[config.mk]
export PLATFORM = sky130hd
export DESIGN_NAME = uart_alu_ctrl
export DESIGN_NICKNAME = d
export VERILOG_FILES = /design/src/rtl/uart_alu_ctrl.sv
export SDC_FILE = /design/constraint.sdc
export NUM_CORES = 1
export LEC_CHECK = 0
export BUFFER_PORTS_ARGS = -buffer_cell sky130_fd_sc_hd__buf_2
export CAP_MARGIN = 5
export CORE_MARGIN = 5
export CORE_UTILIZATION = 49
export DETAILED_ROUTE_END_ITERATION = 12
export HOLD_SLACK_MARGIN = 0.1
export PLACE_DENSITY = 0.72
export SLEW_MARGIN = 20
export SYNTH_ARGS = -nofsm -noshare
export SYNTH_HDL_FRONTEND = slang
export SYNTH_SLANG_ARGS = --single-unit
[constraint.sdc]
create_clock -name i_clk -period 1.6 [get_ports i_clk]
set_clock_uncertainty 0.05 [all_clocks]
set_input_delay 0 -clock i_clk [delete_from_list [all_inputs] [get_ports i_clk]]
set_output_delay 0 -clock i_clk [all_outputs]
set_load 0.01 [all_outputs]
[src/rtl/uart_alu_ctrl.sv]
// ---------------------------------------------------------------------------
// uart_alu_ctrl
//   Command sequencer between a byte-oriented UART and a combinational ALU.
//   A command is three received bytes: operand A, operand B, opcode. The
//   controller presents them to the ALU, captures the result (or ERR_BYTE for
//   an unknown opcode), requests one transmission and waits for the UART
//   transmitter to finish before accepting the next command. A partially
//   received command is discarded if the gap between its bytes is too long.
//
// Ports
//   i_clk         system clock, rising edge
//   i_rst         asynchronous active-high reset
//   i_rx_done     one-cycle pulse, new received byte on i_rx_data
//   i_rx_data     received byte
//   i_tx_done     one-cycle pulse, transmitter finished a byte
//   i_alu_result  combinational ALU result for o_alu_a/o_alu_b/o_alu_op
//   o_alu_a/b     registered operands
//   o_alu_op      registered opcode (low OP_W bits of the third byte)
//   o_tx_start    one-cycle request to transmit o_tx_data
//   o_tx_data     byte to transmit, held stable until the next command
//   o_busy        high whenever the sequencer is not idle
//   o_err_op      one-cycle pulse, opcode not recognised
//   o_timeout     one-cycle pulse, command abandoned on inter-byte timeout
//   o_overrun     sticky, a byte arrived while no byte could be accepted
// ---------------------------------------------------------------------------
module uart_alu_ctrl #(
    parameter int                 DATA_W      = 8,
    parameter int                 OP_W        = 6,
    parameter int                 TIMEOUT_CYC = 1000000,
    parameter logic [DATA_W-1:0]  ERR_BYTE    = 8'hEE
) (
    input  logic              i_clk,
    input  logic              i_rst,
    input  logic              i_rx_done,
    input  logic [DATA_W-1:0] i_rx_data,
    input  logic              i_tx_done,
    input  logic [DATA_W-1:0] i_alu_result,
    output logic [DATA_W-1:0] o_alu_a,
    output logic [DATA_W-1:0] o_alu_b,
    output logic [OP_W-1:0]   o_alu_op,
    output logic              o_tx_start,
    output logic [DATA_W-1:0] o_tx_data,
    output logic              o_busy,
    output logic              o_err_op,
    output logic              o_timeout,
    output logic              o_overrun
);

    localparam int CNT_W = (TIMEOUT_CYC > 2) ? $clog2(TIMEOUT_CYC) : 1;
    localparam logic [CNT_W-1:0] CNT_LAST = CNT_W'(TIMEOUT_CYC - 1);

    localparam logic [OP_W-1:0] OP_ADD = OP_W'('h20);
    localparam logic [OP_W-1:0] OP_SUB = OP_W'('h22);
    localparam logic [OP_W-1:0] OP_AND = OP_W'('h24);
    localparam logic [OP_W-1:0] OP_OR  = OP_W'('h25);
    localparam logic [OP_W-1:0] OP_XOR = OP_W'('h26);
    localparam logic [OP_W-1:0] OP_NOR = OP_W'('h27);
    localparam logic [OP_W-1:0] OP_SRA = OP_W'('h03);
    localparam logic [OP_W-1:0] OP_SRL = OP_W'('h02);

    typedef enum logic [2:0] {
        IDLE,
        GET_B,
        GET_OP,
        EXEC,
        SEND,
        WAIT_TX
    } state_t;

    state_t           state;
    logic [CNT_W-1:0] gap_cnt;

    function automatic logic op_valid(input logic [OP_W-1:0] op);
        case (op)
            OP_ADD, OP_SUB, OP_AND, OP_OR,
            OP_XOR, OP_NOR, OP_SRA, OP_SRL: op_valid = 1'b1;
            default:                        op_valid = 1'b0;
        endcase
    endfunction

    // NOTE: all state and outputs are updated with non-blocking assignments so
    // every register samples pre-edge values, independent of statement order.
    always_ff @(posedge i_clk or posedge i_rst) begin
        if (i_rst) begin
            state      <= IDLE;
            gap_cnt    <= '0;
            o_alu_a    <= '0;
            o_alu_b    <= '0;
            o_alu_op   <= '0;
            o_tx_start <= 1'b0;
            o_tx_data  <= '0;
            o_busy     <= 1'b0;
            o_err_op   <= 1'b0;
            o_timeout  <= 1'b0;
            o_overrun  <= 1'b0;
        end else begin
            // NOTE: pulse outputs default low here and are raised only in the
            // branch that fires them, which guarantees a single-cycle width.
            o_tx_start <= 1'b0;
            o_err_op   <= 1'b0;
            o_timeout  <= 1'b0;

            if (i_rx_done && (state == EXEC || state == SEND || state == WAIT_TX))
                o_overrun <= 1'b1;

            case (state)
                IDLE: begin
                    if (i_rx_done) begin
                        o_alu_a <= i_rx_data;
                        gap_cnt <= '0;
                        o_busy  <= 1'b1;
                        state   <= GET_B;
                    end
                end

                // A byte arriving on the expiry cycle is checked first, so it
                // wins over the timeout.
                GET_B: begin
                    if (i_rx_done) begin
                        o_alu_b <= i_rx_data;
                        gap_cnt <= '0;
                        state   <= GET_OP;
                    end else if (gap_cnt == CNT_LAST) begin
                        o_timeout <= 1'b1;
                        gap_cnt   <= '0;
                        o_busy    <= 1'b0;
                        state     <= IDLE;
                    end else begin
                        gap_cnt <= gap_cnt + 1'b1;
                    end
                end

                GET_OP: begin
                    if (i_rx_done) begin
                        o_alu_op <= i_rx_data[OP_W-1:0];
                        gap_cnt  <= '0;
                        state    <= EXEC;
                    end else if (gap_cnt == CNT_LAST) begin
                        o_timeout <= 1'b1;
                        gap_cnt   <= '0;
                        o_busy    <= 1'b0;
                        state     <= IDLE;
                    end else begin
                        gap_cnt <= gap_cnt + 1'b1;
                    end
                end

                // Operands are registered, so the ALU result is settled here.
                // The start request is registered on this edge so that it is
                // high exactly during SEND.
                EXEC: begin
                    if (op_valid(o_alu_op)) begin
                        o_tx_data <= i_alu_result;
                    end else begin
                        o_tx_data <= ERR_BYTE;
                        o_err_op  <= 1'b1;
                    end
                    o_tx_start <= 1'b1;
                    state      <= SEND;
                end

                SEND: begin
                    state <= WAIT_TX;
                end

                WAIT_TX: begin
                    if (i_tx_done) begin
                        o_busy <= 1'b0;
                        state  <= IDLE;
                    end
                end

                default: begin
                    o_busy <= 1'b0;
                    state  <= IDLE;
                end
            endcase
        end
    end

endmodule
# Word level (Yosys, flattened, before mapping)
# Index checks and enable logic that the tools add are counted.
[totals]
register_bits = 58
in_bits = 20
out_inout_bits = 35
[classes]
addsub = 1
eq_ne = 18
n_mux = 24
bitwise = 1
n_reduce_logical = 14
[ops]
columns = ["cell", "count"]
rows = [
  ["20-bit two-way mux", 3],
  ["20-bit case mux with 2 select lines", 1],
  ["6-bit == test (second input constant)", 6],
  ["20-bit by 1-bit adder with 20-bit output (second input constant)", 1],
  ["20-bit == test (second input constant)", 1],
  ["3-bit case mux with 6 select lines", 1],
  ["3-bit two-way mux", 5],
  ["6-bit by 2-bit == test with 1-bit output (second input constant)", 2],
  ["1-bit two-way mux", 12],
  ["2-bit AND reduction", 5],
  ["8-bit two-way mux", 1],
  ["8-bit OR reduction", 1],
  ["3-bit by 2-bit == test with 1-bit output (second input constant)", 2],
  ["3-bit == test (second input constant)", 2],
  ["2-bit inequality test (second input constant)", 3],
  ["5-bit AND reduction", 1],
  ["1-bit case mux with 4 select lines", 1],
  ["2-bit OR reduction", 2],
  ["3-bit by 1-bit == test with 1-bit output (second input constant)", 1],
  ["3-bit logical NOT", 1],
  ["1-bit logical OR", 2],
  ["2-bit by 1-bit inequality test with 1-bit output (second input constant)", 1],
  ["2-bit nonzero test", 1],
  ["1-bit logical AND", 1],
  ["1-bit NOT", 1],
]

# Longest topological paths before layout
# Gate-level depths: netlist of run 1.
[depth]
depth_word = 6
depth_mapped = 6
depth_no_buf = 5

# Worst setup path before layout of run 1
# Ideal clock, no wire load.
[synth_timing]
path_type = "register -> register"
startpoint = "register state[1]"
endpoint = "register gap_cnt[18]"
setup_ns = 0.082
arrival_time_ns = 1.527
required_time_ns = 1.468
setup_slack_ns = -0.059
stages_incl_launch_ff = 6
n_path_buf = 1
synth_period_minus_slack_ns = 1.659
path_cell_list = "dfrtp_1 buf_6 a21oi_4 nand2_2 or4_1 a22oi_2"
[synth_via]
elab_chain_cells = 4
[synth_lines]
columns = ["element", "line", "rtl"]
rows = [
  ["start: declaration", "70", "state_t state;"],
  ["start signal: assignment", "85", "state <= IDLE;"],
  ["start signal: assignment", "112", "state <= GET_B;"],
  ["start signal: assignment", "122", "state <= GET_OP;"],
  ["3-bit by 2-bit == test with 1-bit output or 3-bit by 1-bit == test with 1-bit output (tied branches)", "106", "case (state)"],
  ["2-bit OR reduction (no source line)", "n/a", ""],
  ["2-bit nonzero test (no source line)", "n/a", ""],
  ["2-bit AND reduction (no source line)", "n/a", ""],
  ["end signal: assignment", "129", "gap_cnt <= gap_cnt + 1'b1;"],
  ["end signal: assignment", "144", "gap_cnt <= gap_cnt + 1'b1;"],
  ["end: declaration", "71", "logic [CNT_W-1:0] gap_cnt;"],
]
# Parallel ways exist; a longest one is shown, timed or not.
# A chain may end at the register's enable or synchronous reset.

# Final worst setup path of run 1
[layout_timing]
startpoint = "register gap_cnt[6]"
endpoint = "register gap_cnt[13]"
[layout_via]
elab_chain_cells = 4
[layout_lines]
columns = ["element", "line", "rtl"]
rows = [
  ["20-bit by 1-bit adder with 20-bit output or 20-bit == test (tied branches)", "n/a", ""],
  ["20-bit two-way mux (*)", "123, 138", ""],
  ["20-bit two-way mux (*)", "134", "if (i_rx_done) begin"],
  ["20-bit case mux with 2 select lines (*)", "106", ""],
]
# Mark *: on every way between the ends. The rest lies on a longest branch, timed or not.

==> results of run 1 <==
==> worst max-delay path: stages (launching register included) <==
cell     delay, ns
dfrtp_1       0.40
and4_1        0.30
buf_4         0.16
nand4_1       0.15
or3_1         0.39
a22oi_2       0.17
==> where the power goes <==
group          switching, W  internal (W)  leakage (nW)
Combinational       0.00153       0.00149          1.04
Sequential         0.000329       0.00191         0.714
Clock              0.000642      0.000760        0.0945
Total               0.00250       0.00416          1.85
==> cell type report <==
| type | instances | area share, % |
|---|---|---|
| clock inverters | 6 | 1.62 |
| repair buffers | 135 | 24.1 |
| clock buffers | 10 | 3.37 |
| flip-flops and latches | 58 | 35.6 |
| inverters | 7 | 0.643 |
| well taps | 72 | 2.20 |
| multi-input cells | 168 | 32.4 |
==> cell usage in the layout, fill, tap and decap left out, types with 5 or more instances in the layout <==
cell type / synthesis / routed
a22oi_2: 4 / 6
a22oi_1: 9 / 7
or3_1: 9 / 8
clkbuf_8: 0 / 10
nor2_1: 16 / 16
nand3_1: 7 / 5
o21ai_0: 13 / 11
buf_2: 3 / 54
o31ai_1: 5 / 5
mux2_2: 21 / 21
nand2_1: 12 / 12
dlygate4sd3_1: 0 / 19
buf_6: 2 / 9
dfrtp_1: 58 / 54
a21oi_1: 14 / 13
nand4_1: 7 / 7
xor2_1: 5 / 5
inv_1: 6 / 5
buf_4: 5 / 51
==> cells in the mapped netlist (all sizes together) (2+ instances only) <==
cell | count | area [um2]
nand3 | 7 | 35.0
clkbuf | 3 | 11.3
a211oi | 2 | 20.0
nand4 | 8 | 65.1
nand2b | 5 | 31.3
xor2 | 5 | 43.8
o311ai | 2 | 17.5
or4 | 5 | 37.5
and2 | 5 | 31.3
o21ai | 14 | 70.1
nor3 | 2 | 21.3
nor2 | 18 | 72.6
and4 | 3 | 27.5
a21oi | 15 | 86.3
nand2 | 13 | 51.3
inv | 6 | 22.5
a31o | 2 | 17.5
dfrtp | 58 | 1450
and3 | 2 | 12.5
o31ai | 5 | 37.5
a21o | 2 | 15.0
a22oi | 13 | 118
mux2 | 21 | 236
or3 | 9 | 56.3
buf | 10 | 75.1
==> cell families after synthesis <==
group,share of synthesized area (%)
XOR/XNOR,1.59
buffers and inverters,4.09
AO/OA/AOI/OAI,14.4
multiplexers,8.95
flip-flops,52.7
AND/OR/NAND/NOR,17.8
adder cells (fa/ha/maj),0.454
==> sequential cells by signal, indices dropped and copies added, names as in the netlist <==
name        count
o_timeout       1
o_alu_b         8
o_busy          1
o_tx_start      1
o_tx_data       8
o_overrun       1
o_alu_op        6
gap_cnt        20
o_alu_a         8
state           3
o_err_op        1
==> per-layer routing <==
metal  vias to the layer above  track usage [%]  share of wire (%)
met3                        27             4.17                5.6
met4                         0             10.6                3.1
met5                         -                0                  0
met1                      1284             27.5                 42
li1                       1170                -                  -
met2                       112             33.4                 50
==> what timing repair did <==
action / 4_1_cts / 5_1_grt
cloned: 0 / 1
endpoints found under the setup margin: 23 / 39
hold buffers: 19 / 0
hold endpoints to repair: 94 / 0
pin swaps: 9 / 9
gates resized for setup: 23 / 19
setup buffers: 10 / 1
==> metrics by stage <==
step                cells  TNS (ns)  hold slack [ns]  worst slack [ns]
finish                456     -1.41            0.133            -0.106
global route          456     -3.23            0.168            -0.167
CTS                   454    -0.187            0.143           -0.0333
detailed placement    409     -1.15          -0.0307            -0.116
global placement      409    -0.409          -0.0328           -0.0682
floorplan             246   -0.0391           0.0667           -0.0144
==> worst max-delay path by stage <==
stage,to,from,cells past startpoint
floorplan,gap_cnt[19],state[1],5
global placement,o_busy,gap_cnt[18],5
detailed placement,state[1],gap_cnt[1],6
CTS,gap_cnt[12],state[0],5
global route,gap_cnt[13],state[0],5
finish,gap_cnt[13],gap_cnt[6],5
==> results.ini, run 1 <==
[cts]
insertion_delay_ns=0.35
cts_buffer_depth=2
cts-buffers-inserted=9
cts_root_buf=clkbuf_8
cts_sinks=58
clk_pin_slew_ns=0.07
cts_tree=yes
cts_max_level=3

[grt]
grt_first_pass_wirelength_mm=12.1
grt_pass1_vias=2530
overflow=0
grt_max_degree=26
track_usage_pct=21.1
antenna_found_initial=0

[run]
maxCapViolations=0

[drt]
wl_per_cell_um=17.3
vias=2593
drc=0
via_per_inst=5.69
postRouteAntennaNets=0
wirelength_mm=7.88
first_iter_violations=139
dr.pass1.iters=5

[logic_synthesis]
synthCells=246
yosysSeqAreaShare_pct=52.7
ys_warn_count=0
synthFlopType=dfrtp_1
ys_seq_elements=58
syn_area_mm2=0.00275
synth.avg_cell_area_um2=11.2
synth.distinct_cells=48
syn-num-nets=267
synth_edf_count=0
async_flop_share_pct=100

[layout]
multi_input_area_mm2=0.00133
num_antenna_cells=0
final_cell_area_mm2=0.00409
syn2layout_area_growth_pct=48.4
drive_gt1_share_pct=51.0
regArea_mm2=0.00146
postLayoutCoreUtil_pct=74.7
nets=400
n_fill_cell=363

[placement]
hpwlAfterDp_mm=4.57
dpl_cell_area_mm2=0.00345
port-buffer-count=54
gp_congestion=0.814

[critical_path]
worstSetupPathType=reg2reg
cp.arrival_ns=1.92
r2r_setup_slack_ns=-0.11
r2r_start=gap_cnt[6]
r2r-end=gap_cnt[13]
required_ns=1.82
crit_path_max_fanout=4
cp-start-kind=flop
worstSetupEndpointType=flop
reg2reg_depth=5

[sta]
worst_pin_slew_ns=0.424
fmax_mhz=586
slew_headroom_pct=71.7
finalCriticalPeriod_ns=1.71
slew_viol_final=0
setup_viol=23
fin_crit_sh_pct=107
rsz0062_at_grt=true
finalHoldViolCount=0
setup_ws_ns=-0.106

[outcome]
failed_checks=setup timing
outcome=finished, violations left

[hold_path]
worstHoldPathType=in2async

[floorplan]
fp-row-count=27
initial_utilization_pct=50.3
die-area_mm2=0.00722
die_x_um=85.0
ios=55
core_mm2=0.00547
die_y_um=85.0

[pwr]
powerDensity_mw_per_mm2=1630
finalPower_w=0.00667
ir_worst_vdd_mv=1.18
power.leakage_nw=1.85

Note: power is estimated with default switching activity, not from simulation.
==> run 2, diff against run 1 <==
--- a/config.mk
+++ b/config.mk
@@ -5,6 +5,7 @@
 export SDC_FILE = /design/constraint.sdc
 export NUM_CORES = 1
 export LEC_CHECK = 0
+export ABC_AREA = 1
 export BUFFER_PORTS_ARGS = -buffer_cell sky130_fd_sc_hd__buf_2
 export CAP_MARGIN = 5
 export CORE_MARGIN = 5
==> results.ini, run 2 <==
[critical_path]
worstSetupPathType=reg2reg
reg2reg_depth=9
worstSetupEndpointType=flop
r2r-end=gap_cnt[16]
r2r_start=gap_cnt[0]
r2r_setup_slack_ns=0.1
required_ns=1.82
crit_end=gap_cnt[16]
crit_path_max_fanout=5
startpoint=gap_cnt[0]
cp.arrival_ns=1.73
cp-start-kind=flop

[grt]
track_usage_pct=20.5
grt_first_pass_wirelength_mm=11.8
overflow=0
grt_pass1_vias=2557
grt_max_degree=30
antenna_found_initial=0

[logic_synthesis]
post-synth-top-count-cell=nand2_1
synth_edf_count=0
synth.distinct_cells=30
netlist.area_leader.share_pct=52.3
synth_compound_area_share_pct=8.98
synthCells=342
synth_simple_gate_area_share_pct=30.7
synth-xor-area-share_pct=1.89
yosysTopAreaCell=dfrtp_1
synthMuxAreaShare_pct=0
synth.top_cells.by_count=nand2_1 (97), dfrtp_1 (58), nor2_1 (38)
synth.avg_cell_area_um2=8.11
synthAdderAreaFrac_pct=0.451
yosysSeqAreaShare_pct=52.3
ys_seq_elements=58
syn-num-nets=363
synth_area_leaders=dfrtp_1 (52%), nand2_1 (13%), o21ai_0 (6.7%)
async_flop_share_pct=100
syn_area_mm2=0.00277
synth_top_family_by_area=simple AND/OR/NAND/NOR gates
ys_warn_count=0
synthFlopType=dfrtp_1

[placement]
pre_cts_ws_ns=0.0625
placed_cells=479
port-buffer-count=54
gp_congestion=0.923
hpwlAfterDp_mm=4.90

[layout]
largest_reg_flops=20
postLayoutCoreUtil_pct=66.5
syn2layout_area_growth_pct=31.9
instances_no_fill=515
mostFrequentLayoutCells=nand2_1 (97), dfrtp_1 (56), buf_2 (54)
layout_commonest_cell=nand2_1
nets=459
num_antenna_cells=0
top_register=gap_cnt
drive_gt1_share_pct=26.0

[sta]
finalHoldViolCount=0
fin_crit_sh_pct=94.0
worst_pin_slew_ns=0.408
slew_viol_final=0
setup_viol=0
tns_ns=0
setup_ws_ns=0.0965
slew_headroom_pct=72.8
fmax_mhz=665
finalCriticalPeriod_ns=1.50

[floorplan]
die-area_mm2=0.00727
fp-row-count=27
ios=55
initial_utilization_pct=50.4
core_mm2=0.00551
die_x_um=85.2
die_y_um=85.2

[drt]
vias=2553
via_per_inst=4.96
drc=0
wl_per_cell_um=13.3
postRouteAntennaNets=0
wirelength_mm=6.87
dr.pass1.iters=4
first_iter_violations=158

[cts]
cts_max_level=3
clk_pin_slew_ns=0.07
cts_tree=yes
cts_root_buf=clkbuf_8
cts_buffer_depth=2
cts-buffers-inserted=9
cts_sinks=58
insertion_delay_ns=0.34

[pwr]
p_sw_share_pct=39.9
clockPowerShare_pct=21.5
ir_worst_vdd_mv=0.976
p_int_w=0.00329
p_sw_w=0.00218
p_comb_share_pct=38.1
power.leakage_nw=1.81
seq_power_share_pct=40.4
powerDensity_mw_per_mm2=1500

[run]
maxCapViolations=0

[outcome]
outcome=finished clean

[hold_path]
worstHoldPathType=in2async

[run 2: cell types whose count changed in the layout (fill, tap and decap cells not counted), moves of 9 or more]
cell	before	now
nand2_1	12	97
nand3_1	5	19
o21ai_0	11	37
buf_6	9	0
buf_4	51	15
mux2_2	21	0
inv_1	5	30
nor2_1	16	37
[run 2: cell type report]
cell class	instances	area [um2]
Clock buffer	11	141
Clock inverter	5	30.0
Multi-Input combinational cell	243	1210
Inverter	37	144
Timing Repair Buffer	89	593
Sequential cell	58	1450
Fill cell	467	1850
Tap cell	72	90.1
[run 2: cell families after synthesis]
logic type | count (synthesis)
AOI/OAI and AO/OA | 48
xor gates and xnor gates | 6
adders and majority gates | 1
buffers and inverters | 41
DFF | 58
and+or+nand+nor | 188
[run 2: repair_timing]
item	CTS	global route
endpoints found under the setup margin	0	16
resized for setup	0	12
hold buffers	19	0
endpoints found under the hold margin	98	0
setup buffers	0	1
[run 2: stage by stage]
step	hold WS (ns)	power (W)	cell area (um2)
global route	0.195	0.00589	3660
global placement	-0.0365	0.00413	3240
CTS	0.146	0.00542	3600
finish	0.146	0.00547	3660
floorplan	0.0973	0.00337	2770
detailed placement	-0.0318	0.00418	3240
[run 2: worst min path at each step]
stage	startpoint	endpoint	slack [ns]
floorplan	i_alu_result[1]	o_tx_data[1]	0.1
global placement	i_rst	o_alu_b[6]	-0.04
detailed placement	i_rst	o_alu_b[7]	-0.03
CTS	i_rst	o_alu_b[6]	0.15
global route	i_rst	o_alu_b[5]	0.19
finish	i_rst	o_alu_b[4]	0.15
[run 2: worst max-delay path, cell delays in order, from the launching register on]
cell and delay (ns):
dfrtp_1 0.39, ha_2 0.21, nand2_1 0.11, nor2_4 0.14
nand3_2 0.10, nor2_4 0.18, nand3_1 0.09, nand2_1 0.06
inv_1 0.03, nor2_1 0.08
[run 2: metal layers]
layer	GRT usage (%)	part of all wire (%)
met5	0	0
met4	10.2	2.3
met3	5.05	6.0
met2	33.3	47
met1	25.4	44
[run 2: power by group through the flow]
stage	sequential, W	clock [W]	combinational [W]
3_5_place_dp	0.00219	0	0.00199
6_report	0.00221	0.00118	0.00209
4_1_cts	0.00218	0.00121	0.00203
2_1_floorplan	0.00236	0	0.00101
3_3_place_gp	0.00219	0	0.00194
5_1_grt	0.00227	0.00128	0.00234
==> run 3, diff against run 2 <==
--- a/config.mk
+++ b/config.mk
@@ -5,11 +5,11 @@
 export SDC_FILE = /design/constraint.sdc
 export NUM_CORES = 1
 export LEC_CHECK = 0
-export ABC_AREA = 1
 export BUFFER_PORTS_ARGS = -buffer_cell sky130_fd_sc_hd__buf_2
 export CAP_MARGIN = 5
 export CORE_MARGIN = 5
 export CORE_UTILIZATION = 49
+export CTS_BUF_LIST = sky130_fd_sc_hd__clkbuf_16
 export DETAILED_ROUTE_END_ITERATION = 12
 export HOLD_SLACK_MARGIN = 0.1
 export PLACE_DENSITY = 0.72
==> results.ini, run 3 (synthesized netlist as in run 1, its figures left out) <==
[outcome]
outcome=finished, violations left
failed_checks=setup timing

[critical_path]
reg2reg_depth=6
worstSetupEndpointType=flop
crit_end=state[1]
r2r_setup_slack_ns=-0.13
cp-start-kind=flop
crit_path_max_fanout=4
r2r_start=gap_cnt[1]
required_ns=1.74
worstSetupPathType=reg2reg
r2r-end=state[1]
startpoint=gap_cnt[1]
cp.arrival_ns=1.86

[cts]
insertion_delay_ns=0.33
clk_pin_slew_ns=0.05
cts-buffers-inserted=9
cts_root_buf=clkbuf_16
cts_tree=yes
cts_max_level=3
cts_buffer_depth=2
cts_sinks=58

[floorplan]
die_y_um=85.0
core_mm2=0.00547
die-area_mm2=0.00722
die_x_um=85.0
ios=55
initial_utilization_pct=50.3
fp-row-count=27

[drt]
postRouteAntennaNets=0
wl_per_cell_um=16.8
via_per_inst=5.57
drc=0
wirelength_mm=7.70
first_iter_violations=177
dr.pass1.iters=4
vias=2549

[layout]
postLayoutCoreUtil_pct=76.0
drive_gt1_share_pct=49.2
largest_reg_flops=20
regArea_mm2=0.00146
mostFrequentLayoutCells=dfrtp_1 (55), buf_2 (54), buf_4 (54)
n_fill_cell=344
instances_no_fill=458
top_register=gap_cnt
layout_commonest_cell=dfrtp_1
syn2layout_area_growth_pct=51.1
num_antenna_cells=0
final_cell_area_mm2=0.00416
multi_input_area_mm2=0.00129
nets=402

[placement]
dpl_cell_area_mm2=0.00345
gp_congestion=0.814
hpwlAfterDp_mm=4.57
pre_cts_ws_ns=-0.116
placed_cells=409
port-buffer-count=54

[sta]
slew_headroom_pct=71.6
finalCriticalPeriod_ns=1.73
rsz0062_at_grt=true
setup_ws_ns=-0.125
finalHoldViolCount=0
worst_pin_slew_ns=0.426
slew_viol_final=0
fmax_mhz=580
setup_viol=30
fin_crit_sh_pct=108

[pwr]
powerDensity_mw_per_mm2=1700
power.leakage_nw=1.90
ir_worst_vdd_mv=1.21

[grt]
track_usage_pct=21.5
grt_max_degree=26
overflow=0
grt_pass1_vias=2484
antenna_found_initial=0
grt_first_pass_wirelength_mm=12.3

[run]
maxCapViolations=0

[hold_path]
worstHoldPathType=in2async

run 3: area by class of cell:
class / count / share of cell area [%]
Inverter: 7 / 0.632
Clock buffer: 9 / 5.41
Clock inverter: 7 / 1.68
Sequential cell: 58 / 35.0
Multi-Input combinational cell: 168 / 31.0
Timing Repair Buffer: 137 / 24.2
Tap cell: 72 / 2.17
run 3: stage by stage:
stage | setup TNS (ns) | total power, W | hold WS (ns)
finish | -1.83 | 0.00707 | 0.158
global route | -3.81 | 0.00744 | 0.198
CTS | -0.196 | 0.00691 | 0.167
detailed placement | -1.15 | 0.00474 | -0.0307
global placement | -0.409 | 0.00465 | -0.0328
floorplan | -0.0391 | 0.00372 | 0.0667
run 3: timing repair:
item / 4_1_cts / 5_1_grt
hold buffers: 19 / 0
resized for setup: 21 / 12
buffers inserted: 9 / 5
pin swaps: 11 / 7
hold endpoints to repair: 93 / 0
setup endpoints to repair: 30 / 42
run 3: routing by layer:
metal | global-route usage (%) | vias to the layer above | wire (um)
met5 | 0 | - | 0
met4 | 10.2 | 0 | 200
met3 | 4.08 | 21 | 475
met2 | 33.5 | 113 | 3840
met1 | 28.9 | 1240 | 3190
li1 | - | 1175 | -
run 3: how the worst min path moves through the flow:
stage	from	end	slack [ns]	cells past startpoint
after detailed placement	i_rst	o_alu_a[6]	-0.03	2
after global placement	i_rst	o_alu_a[6]	-0.03	2
after CTS	i_rst	o_alu_a[6]	0.17	3
final	i_rst	o_alu_a[6]	0.16	3
after global routing	i_rst	o_alu_a[7]	0.20	3
after floorplan	i_rx_done	o_overrun	0.07	1
run 3: worst max-delay path, stage by stage, from the launching register on:
cell and delay (ns):
dfrtp_1 0.37, ha_2 0.21, and4b_1 0.19, nand4_1 0.15, buf_4 0.20, o311ai_2 0.28, a21oi_1 0.14
run 3: report_power, final:
part | leakage, nW | total [W] | switching (W) | internal, W
clock | 0.135 | 0.00189 | 0.000688 | 0.00120
sequential | 0.716 | 0.00225 | 0.000334 | 0.00192
combinational | 1.05 | 0.00294 | 0.00149 | 0.00145
